$ cat src/rtl/calc_ctrl_pkg.sv
// Shared state encoding and datapath widths for the nibble-serial accumulator.
// Imported by the controller top; no logic of its own.
package calc_ctrl_pkg;

   localparam int ACC_WIDTH    = 8;
   localparam int NIBBLE_WIDTH = 4;

   typedef enum logic [1:0] {
      IDLE   = 2'd0,
      ADD_LO = 2'd1,
      ADD_HI = 2'd2,
      DONE   = 2'd3
   } state_t;

endpackage

$ cat src/rtl/key_debouncer.sv
// Two-flop synchroniser plus stability counter for one active-low key.
// Press pulse lands 2 + DEBOUNCE_CYCLES edges after a clean press; releases emit nothing.
module key_debouncer #(
   parameter int DEBOUNCE_CYCLES = 500000
) (
   input  logic i_clk,
   input  logic i_rst_n,
   input  logic i_key_n,
   output logic o_press
);

   localparam int              CNT_W    = 20;
   localparam logic [CNT_W-1:0] CNT_LAST = CNT_W'(DEBOUNCE_CYCLES - 1);

   logic             sync_q1;
   logic             sync_q2;
   logic             level_q;
   logic             press_q;
   logic [CNT_W-1:0] cnt_q;
   logic             differ;
   logic             accept;

   assign differ = (sync_q2 != level_q);
   // This sample is the DEBOUNCE_CYCLES-th consecutive one disagreeing with the accepted level.
   assign accept = differ && (cnt_q == CNT_LAST);

   always_ff @(posedge i_clk or negedge i_rst_n) begin
      if (!i_rst_n) begin
         sync_q1 <= 1'b1;
         sync_q2 <= 1'b1;
      end else begin
         sync_q1 <= i_key_n;
         sync_q2 <= sync_q1;
      end
   end

   always_ff @(posedge i_clk or negedge i_rst_n) begin
      if (!i_rst_n) begin
         level_q <= 1'b1;
         cnt_q   <= '0;
         press_q <= 1'b0;
      end else begin
         press_q <= accept && !sync_q2;
         if (!differ) begin
            cnt_q <= '0;
         end else if (accept) begin
            cnt_q   <= '0;
            level_q <= sync_q2;
         end else begin
            cnt_q <= cnt_q + 1'b1;
         end
      end
   end

   assign o_press = press_q;

endmodule

$ cat src/rtl/ripple_carry_adder_4.sv
// Combinational 4-bit ripple-carry adder with carry in/out.
// Zero latency; no flow control.
module ripple_carry_adder_4 (
   input  logic [3:0] i_a,
   input  logic [3:0] i_b,
   input  logic       i_cin,
   output logic [3:0] o_sum,
   output logic       o_cout
);

   logic [4:0] carry;

   assign carry[0] = i_cin;

   for (genvar i = 0; i < 4; i++) begin : g_fa
      assign o_sum[i]     = i_a[i] ^ i_b[i] ^ carry[i];
      assign carry[i + 1] = (i_a[i] & i_b[i]) | (carry[i] & (i_a[i] ^ i_b[i]));
   end

   assign o_cout = carry[4];

endmodule

$ cat src/rtl/nibble_serial_accumulator_ctrl.sv
// 8-bit running-sum calculator reusing one 4-bit adder over two cycles (low then high nibble).
// Add result final 2 cycles after operand capture, o_done in the 3rd; presses while busy are dropped, clear aborts.
module nibble_serial_accumulator_ctrl
   import calc_ctrl_pkg::*;
#(
   parameter int DEBOUNCE_CYCLES = 500000
) (
   input  logic                    i_clk,
   input  logic                    i_rst_n,
   input  logic                    i_key_add_n,
   input  logic                    i_key_clr_n,
   input  logic [NIBBLE_WIDTH-1:0] i_operand,
   output logic [ACC_WIDTH-1:0]    o_acc,
   output logic                    o_overflow,
   output logic                    o_busy,
   output logic                    o_done
);

   state_t                  state_q;
   state_t                  state_d;
   logic                    add_press;
   logic                    clr_press;
   logic [NIBBLE_WIDTH-1:0] operand_q;
   logic [ACC_WIDTH-1:0]    acc_q;
   logic                    carry_q;
   logic                    overflow_q;
   logic [NIBBLE_WIDTH-1:0] add_a;
   logic [NIBBLE_WIDTH-1:0] add_b;
   logic                    add_cin;
   logic [NIBBLE_WIDTH-1:0] add_sum;
   logic                    add_cout;

   key_debouncer #(.DEBOUNCE_CYCLES(DEBOUNCE_CYCLES)) u_key_add (
      .i_clk   (i_clk),
      .i_rst_n (i_rst_n),
      .i_key_n (i_key_add_n),
      .o_press (add_press)
   );

   key_debouncer #(.DEBOUNCE_CYCLES(DEBOUNCE_CYCLES)) u_key_clr (
      .i_clk   (i_clk),
      .i_rst_n (i_rst_n),
      .i_key_n (i_key_clr_n),
      .o_press (clr_press)
   );

   ripple_carry_adder_4 u_adder (
      .i_a    (add_a),
      .i_b    (add_b),
      .i_cin  (add_cin),
      .o_sum  (add_sum),
      .o_cout (add_cout)
   );

   always_ff @(posedge i_clk or negedge i_rst_n) begin
      if (!i_rst_n) begin
         state_q <= IDLE;
      end else begin
         state_q <= state_d;
      end
   end

   // Clear overrides everything, including a simultaneous add press.
   always_comb begin
      state_d = state_q;
      if (clr_press) begin
         state_d = IDLE;
      end else begin
         case (state_q)
            IDLE:    if (add_press) state_d = ADD_LO;
            ADD_LO:  state_d = ADD_HI;
            ADD_HI:  state_d = DONE;
            DONE:    state_d = IDLE;
            default: state_d = IDLE;
         endcase
      end
   end

   always_comb begin
      add_a   = '0;
      add_b   = '0;
      add_cin = 1'b0;
      o_busy  = 1'b0;
      o_done  = 1'b0;
      case (state_q)
         ADD_LO: begin
            add_a  = acc_q[NIBBLE_WIDTH-1:0];
            add_b  = operand_q;
            o_busy = 1'b1;
         end
         ADD_HI: begin
            add_a   = acc_q[ACC_WIDTH-1:NIBBLE_WIDTH];
            add_cin = carry_q;
            o_busy  = 1'b1;
         end
         DONE:    o_done = 1'b1;
         default: ;
      endcase
   end

   always_ff @(posedge i_clk or negedge i_rst_n) begin
      if (!i_rst_n) begin
         operand_q  <= '0;
         acc_q      <= '0;
         carry_q    <= 1'b0;
         overflow_q <= 1'b0;
      end else if (clr_press) begin
         acc_q      <= '0;
         carry_q    <= 1'b0;
         overflow_q <= 1'b0;
      end else begin
         case (state_q)
            IDLE: if (add_press) operand_q <= i_operand;
            ADD_LO: begin
               acc_q[NIBBLE_WIDTH-1:0] <= add_sum;
               carry_q                 <= add_cout;
            end
            ADD_HI: begin
               acc_q[ACC_WIDTH-1:NIBBLE_WIDTH] <= add_sum;
               if (add_cout) overflow_q <= 1'b1;
            end
            default: ;
         endcase
      end
   end

   assign o_acc      = acc_q;
   assign o_overflow = overflow_q;

endmodule

$ cat config.mk
export PLATFORM = sky130hd
export DESIGN_NAME = nibble_serial_accumulator_ctrl
export DESIGN_NICKNAME = d
export VERILOG_FILES = /design/src/rtl/calc_ctrl_pkg.sv /design/src/rtl/key_debouncer.sv /design/src/rtl/ripple_carry_adder_4.sv /design/src/rtl/nibble_serial_accumulator_ctrl.sv
export SDC_FILE = /design/constraint.sdc
export NUM_CORES = 1
export LEC_CHECK = 0
export CAP_MARGIN = 20
export CORE_AREA = 2 2 92 94
export CTS_BUF_LIST = sky130_fd_sc_hd__clkbuf_4 sky130_fd_sc_hd__clkbuf_8
export DETAILED_ROUTE_END_ITERATION = 16
export DIE_AREA = 0 0 94 96
export SYNTH_ARGS = -nofsm -noshare
export SYNTH_HDL_FRONTEND = slang
export SYNTH_SLANG_ARGS = --single-unit
$ cat constraint.sdc
create_clock -name i_clk -period 3.53 [get_ports i_clk]
set_clock_uncertainty 0.05 [all_clocks]
set_input_delay 0.353 -clock i_clk [delete_from_list [all_inputs] [get_ports i_clk]]
set_output_delay 0.353 -clock i_clk [all_outputs]
set_load 0.03 [all_outputs]
# Word-level counts from Yosys, hierarchy flattened
# Index checks and enable logic that the tools add are counted.
[classes]
add_sub_neg = 2
multipliers = 0
div = 0
n_lt_le_gt_ge = 0
n_eq_ne = 8
shifts = 0
n_mux = 20
bitwise_logic = 21
reduce_logical = 15
[op_table]
columns = ["op", "count"]
rows = [
  ["$mux W20", 4],
  ["$add A20 B1 Y20 const B", 2],
  ["$eq A20 B19 Y1 const B", 2],
  ["$mux W4", 3],
  ["$and A1 B1 Y1", 8],
  ["$mux W1", 8],
  ["$mux W8", 1],
  ["$pmux W2 S4", 1],
  ["$pmux W4 S2", 1],
  ["$xor A1 B1 Y1", 8],
  ["$reduce_and A2 Y1", 3],
  ["$reduce_bool A2 Y1", 3],
  ["$eq A2 B2 Y1 const B", 2],
  ["$logic_and A1 B1 Y1", 4],
  ["$mux W2", 2],
  ["$or A1 B1 Y1", 4],
  ["$ne A3 B1 Y1 const B", 1],
  ["$reduce_and A3 Y1", 1],
  ["$eq A2 B1 Y1 const B", 1],
  ["$logic_not A1 Y1", 2],
  ["$logic_not A2 Y1", 1],
  ["$ne A1 B1 Y1", 2],
  ["$reduce_or A2 Y1", 1],
  ["$not A1 Y1", 1],
]
[totals]
reg_bits = 64
latchBits = 0
mem_bits_rw = 0
mem_bits_ro = 0
out_inout_bits = 11
wordCells = 82
n_memories = 0

# Depth between registers and ports, before layout
# Gate-level depths: netlist of run 1.
[logic_depth]
depth_word = 14
ltp_mapped = 12
ltp_nobuf = 12

# By module
# From an unflattened synthesis of run 1, not the netlist that was laid out.
[unflattened]
hier_cells = 305
hier_area_um2 = 3214.3
[by_module_without_submodules]
columns = ["module", "instances", "cells_per_inst", "area_per_inst_um2", "seq_area_each_um2"]
rows = [
  ["key_debouncer", 2, 111, 1138.6, 604.3],
  ["nibble_serial_accumulator_ctrl", 1, 69, 819.5, 400.4],
  ["ripple_carry_adder_4", 1, 14, 117.6, 0.0],
]

# Least setup slack after synthesis of run 1
# No wires, ideal clock.
[synth_timing]
kind = "reg-to-reg"
from = "register state_q[0]"
to = "register acc_q[7], in the netlist o_acc[7]"
setup_ps = 132
t_arrival_ps = 2737
required_ps = 3348
path_slack_ps = 611
path_stages_with_launch = 12
synth_period_minus_slack_ps = 2919
path_cell_list = "dfrtp_1 inv_1 ha_1 nor2b_1 fa_1 inv_1 fa_1 inv_1 fa_1 fa_1 mux2i_1 nor2_1"
[synth_between]
elab_chain_cells = 12
elab_cells_between_ends = 22
classes_between = "eq/ne (2); mux (5); bitwise (14); reduce/logical (1)"
[synth_rtl]
columns = ["item", "line", "source"]
rows = [
  ["start: declaration", "nibble_serial_accumulator_ctrl.sv:19", "state_t state_q;"],
  ["start signal: assignment", "nibble_serial_accumulator_ctrl.sv:59", "state_q <= state_d;"],
  ["$eq A2 B2 Y1 / $eq A2 B1 Y1 (equally long branches)", "nibble_serial_accumulator_ctrl.sv:85, nibble_serial_accumulator_ctrl.sv:112", ""],
  ["$pmux W4 S2 / $mux W4 (equally long branches)", "nibble_serial_accumulator_ctrl.sv:85", "case (state_q)"],
  ["$xor A1 B1 Y1", "ripple_carry_adder_4.sv:17", "assign carry[i + 1] = (i_a[i] & i_b[i]) | (carry[i] & (i_a[i] ^ i_b[i]));"],
  ["$and A1 B1 Y1", "ripple_carry_adder_4.sv:17", ""],
  ["$or A1 B1 Y1", "ripple_carry_adder_4.sv:17", ""],
  ["$and A1 B1 Y1", "ripple_carry_adder_4.sv:17", ""],
  ["$or A1 B1 Y1", "ripple_carry_adder_4.sv:17", ""],
  ["$and A1 B1 Y1", "ripple_carry_adder_4.sv:17", ""],
  ["$or A1 B1 Y1", "ripple_carry_adder_4.sv:17", ""],
  ["$xor A1 B1 Y1", "ripple_carry_adder_4.sv:16", "assign o_sum[i] = i_a[i] ^ i_b[i] ^ carry[i];"],
  ["$mux W4", "nibble_serial_accumulator_ctrl.sv:112", "case (state_q)"],
  ["$mux W8", "nibble_serial_accumulator_ctrl.sv:107", "end else if (clr_press) begin"],
  ["end signal: indexed assignment", "nibble_serial_accumulator_ctrl.sv:115", "acc_q[NIBBLE_WIDTH-1:0] <= add_sum;"],
  ["end signal: indexed assignment", "nibble_serial_accumulator_ctrl.sv:119", "acc_q[ACC_WIDTH-1:NIBBLE_WIDTH] <= add_sum;"],
  ["end: declaration", "nibble_serial_accumulator_ctrl.sv:24", "logic [ACC_WIDTH-1:0] acc_q;"],
]
# Several ways; a longest one is shown, not always the timed one. The select of a mux whose other input is x is not followed.
# A chain may end at the register's enable or synchronous reset.

# Worst setup path in the final report of run 1
[layout_timing]
from = "register state_q[1]"
to = "register acc_q[3], in the netlist o_acc[3]"
[layout_between]
elab_chain_cells = 12
elab_cells_between_ends = 22
classes_between = "eq/ne (2); mux (5); bitwise (14); reduce/logical (1)"
[layout_rtl]
columns = ["item", "line"]
rows = [
  ["$eq A2 B2 Y1 / $eq A2 B1 Y1 (equally long branches)", "nibble_serial_accumulator_ctrl.sv:85, nibble_serial_accumulator_ctrl.sv:112"],
  ["$pmux W4 S2 / $mux W4 (equally long branches)", "nibble_serial_accumulator_ctrl.sv:85"],
  ["$xor A1 B1 Y1", "ripple_carry_adder_4.sv:17"],
  ["$and A1 B1 Y1", "ripple_carry_adder_4.sv:17"],
  ["$or A1 B1 Y1", "ripple_carry_adder_4.sv:17"],
  ["$and A1 B1 Y1", "ripple_carry_adder_4.sv:17"],
  ["$or A1 B1 Y1", "ripple_carry_adder_4.sv:17"],
  ["$and A1 B1 Y1", "ripple_carry_adder_4.sv:17"],
  ["$or A1 B1 Y1", "ripple_carry_adder_4.sv:17"],
  ["$xor A1 B1 Y1", "ripple_carry_adder_4.sv:16"],
  ["$mux W4", "nibble_serial_accumulator_ctrl.sv:112"],
  ["$mux W8", "nibble_serial_accumulator_ctrl.sv:107"],
]
# Several ways; a longest one is shown, not always the timed one. The select of a mux whose other input is x is not followed.

==> results.json, run 1 <==
{
  "crit_fanout": 14,
  "clk_latency_ns": 0.34,
  "worstMarginPinSlew_ns": 0.750,
  "hp-class": "in2async",
  "clkPwrFrac": 0.414,
  "synth-seq-area-share": 0.508,
  "synthCells": 304,
  "vias": 2263,
  "die-width_um": 94,
  "peakVddDrop_mv": 0.148,
  "critPathLaunchType": "register",
  "drv_slew": 0,
  "worstSetupPathType": "reg2reg",
  "tns_ns": 0,
  "ys_warn_count": 0,
  "coreArea_sq_um": 8050,
  "synth_top_area_frac": 0.458,
  "syn2layout_area_growth_pct": 14.4,
  "ys_async_sr_fraction": 1.00,
  "synthTopCellsByCount": "dfrtp_1, nor2_1, xnor2_1, nand2_1, nand3_1",
  "vias_per_cell": 5.19,
  "first_global_vias": 2164,
  "cts_resized": 0,
  "worstPathCellList": "inv_1 > ha_1 > a22oi_1 > nor2b_1 > fa_1 > inv_1 > fa_1 > inv_1 > fa_1 > fa_1 > mux2i_1 > nor2_1",
  "nets": 345,
  "cts-root-buf": "clkbuf_8",
  "drtIter0Drc": 136,
  "cts_max_path_buffers": 2,
  "yosys-top-cells-area": "dfrtp_1, xnor2_1, nor2_1, dfstp_2, ha_1",
  "antenna_found_initial": 0,
  "required_ns": 3.69,
  "initial_core_util": 0.393,
  "critPathCaptureType": "register",
  "period_needed_ns": 3.11,
  "max_slew_margin": 0.500,
  "synth_top_area_cell": "dfrtp_1",
  "drive_gt1_frac": 0.121,
  "track_usage": 0.144,
  "cts_setup_buffers": 0,
  "grt_start_max_net_pins": 36,
  "pwr-share-seq": 0.554,
  "grt_setup_unrepaired": "no",
  "synth_area_per_cell_sq_um": 10.4,
  "hold_ws_ns": 0.0279,
  "pwr-share-comb": 0.032,
  "setup_viol": 0,
  "period_share": 0.881,
  "dp_hpwl_um": 3970,
  "insertedDiodeCount": 0,
  "syn_area_sq_um": 3170,
  "route.detailed.wl_per_inst_um": 13.4,
  "die_h_um": 96,
  "yosysUniqueCellTypes": 44,
  "cts_hold_buf": 0,
  "crit_slowest_cell": "fa_1",
  "nFillCells": 756,
  "power_density_nw_per_um2": 376,
  "cpPeakStageDelay_ns": 0.45,
  "syn_nets": 323,
  "wirelength_um": 5830,
  "drc": 0,
  "grt_pass1_wl_um": 10100,
  "max-cap-violations": 0,
  "synth-main-ff-cell": "dfrtp_1",
  "die-area_sq_um": 9020,
  "synth.most_common_cell": "dfrtp_1",
  "drtPass1Iterations": 5,
  "routabilityCongestion": 0.835,
  "cts.sinks": 64,
  "multiInputGateArea_sq_um": 1470,
  "final_hold_viol_count": 0,
  "row_count": 33,
  "crit_arrival_ns": 3.27,
  "status": "completed",
  "total_power_mw": 1.36,
  "fmax_mhz": 322,
  "power.net_switching_uw": 306,
  "numPortBuffers": 18,
  "p_int_mw": 1.06,
  "io_pins": 19,
  "seq_area_sq_um": 1610,
  "numCtsBuffers": 9,
  "ant_nets": 0,
  "cp_common_cell": "fa_1",
  "synth-seq-cells": 64,
  "p_leak_nw": 1.44,
  "h-tree-depth": 3,
  "tritoncts": "built",
  "p_sw_frac": 0.224,
  "grt.overflow.total": 0,
  "reg2reg_depth": 12,
  "synth_edf_count": 0,
  "clk_pin_slew_worst_paths_ns": 0.07
}
-- cell type report --
cell class                 instances  share of cell area
clock buffer                      13              0.0442
inverter                          13              0.0135
sequential                        64               0.444
timing repair buffer              20              0.0525
multi-input combinational        218               0.405
tap                              105              0.0363
clock inverter                     3             0.00483
-- registers in the layout, indices dropped and copies added, names as in the netlist --
signal and count:
carry_q 1, operand_q 4, u_key_clr.sync_q2 1, o_acc 8, u_key_clr.o_press 1, o_overflow 1, u_key_clr.level_q 1, state_q 2
u_key_add.o_press 1, u_key_clr.cnt_q 20, u_key_clr.sync_q1 1, u_key_add.sync_q2 1, u_key_add.cnt_q 20, u_key_add.sync_q1 1, u_key_add.level_q 1
-- worst max-delay path: cells and delay by family, from the launching register on --
| family | cells | cell delay, ns |
|---|---|---|
| compound gates | 1 | 0.24 |
| fa+ha+maj | 5 | 1.77 |
| buf+inv | 3 | 0.22 |
| flops | 1 | 0.41 |
| mux | 1 | 0.15 |
| simple gates | 2 | 0.15 |
-- cells by family (layout without fill, tap and decap cells) --
group | count (synthesis) | in the layout | synth area share
AO/OA/AOI/OAI | 26 | 26 | 0.0557
XOR/XNOR | 30 | 30 | 0.0829
adder cells (fa/ha/maj) | 11 | 11 | 0.0529
buffers and inverters | 22 | 49 | 0.0292
flip-flops | 64 | 64 | 0.508
multiplexers | 14 | 14 | 0.0466
AND/OR/NAND/NOR | 137 | 137 | 0.225
-- through the flow --
stage          instances  area [sq um]  setup WS [ns]   util
6_report             436          3620          0.420  0.450
5_1_grt              436          3620          0.214  0.450
4_1_cts              436          3620          0.417  0.450
3_5_place_dp         420          3450          0.441  0.428
3_3_place_gp         420          3450          0.521  0.428
2_1_floorplan        304          3170          0.611      -
-- power groups by stage --
stage          combinational (mW)  sequential (mW)  clock (mW)
5_1_grt                    0.0503            0.756       0.627
4_1_cts                    0.0458            0.755       0.588
3_3_place_gp               0.0454            0.768           0
6_report                   0.0433            0.755       0.564
2_1_floorplan              0.0218            0.765           0
3_5_place_dp               0.0457            0.768           0
-- per-layer routing --
layer,vias up,GRT usage,share of wire
met5,-,0,0
met4,0,0.0652,0.024
li1,1111,-,-
met1,1095,0.184,0.47
met3,10,0.0415,0.047
met2,47,0.228,0.46
-- worst paths after layout --
kind / from / to / slack (ns)
setup / recovery: state_q[1]$_DFFE_PN0P_ / o_acc[3]$_DFFE_PN0P_ / 0.42
hold / removal: i_rst_n / state_q[0]$_DFFE_PN0P_ / 0.03
setup reg to reg: state_q[1]$_DFFE_PN0P_ / o_acc[3]$_DFFE_PN0P_ / 0.42
hold reg to reg: u_key_clr.sync_q1$_DFF_PN1_ / u_key_clr.sync_q2$_DFF_PN1_ / 0.31
max in group asynchronous: i_rst_n / u_key_clr.cnt_q[11]$_DFF_PN0_ / 2.53
min in group i_clk: u_key_clr.sync_q1$_DFF_PN1_ / u_key_clr.sync_q2$_DFF_PN1_ / 0.31
-- cells in the final DEF (no fill, tap or decap), types with 5 or more instances in the layout --
master	instances
mux2_2	6
clkbuf_8	10
nand3_1	14
nand4_1	12
xnor2_1	23
xor2_1	7
ha_1	7
or4_1	5
dfrtp_1	58
nand2_1	14
nor2_1	49
a21oi_1	7
nor3_1	10
dfstp_2	6
nor4_1	9
inv_1	13
mux2i_1	8
clkdlybuf4s50_1	17
Note: power is estimated with default switching activity, not from simulation.
==> run 2, diff against run 1 <==
Settings changed: SETUP_SLACK_MARGIN set to 0.1.
==> results of run 2 <==
Same layout as run 1: the final DEF is identical, and so are final timing and power.
==> run 3, diff against run 2 <==
Settings changed: ABC_CLOCK_PERIOD_IN_PS set to 3530.
==> results of run 3 <==
Same layout as run 1: the final DEF is identical, and so are final timing and power.
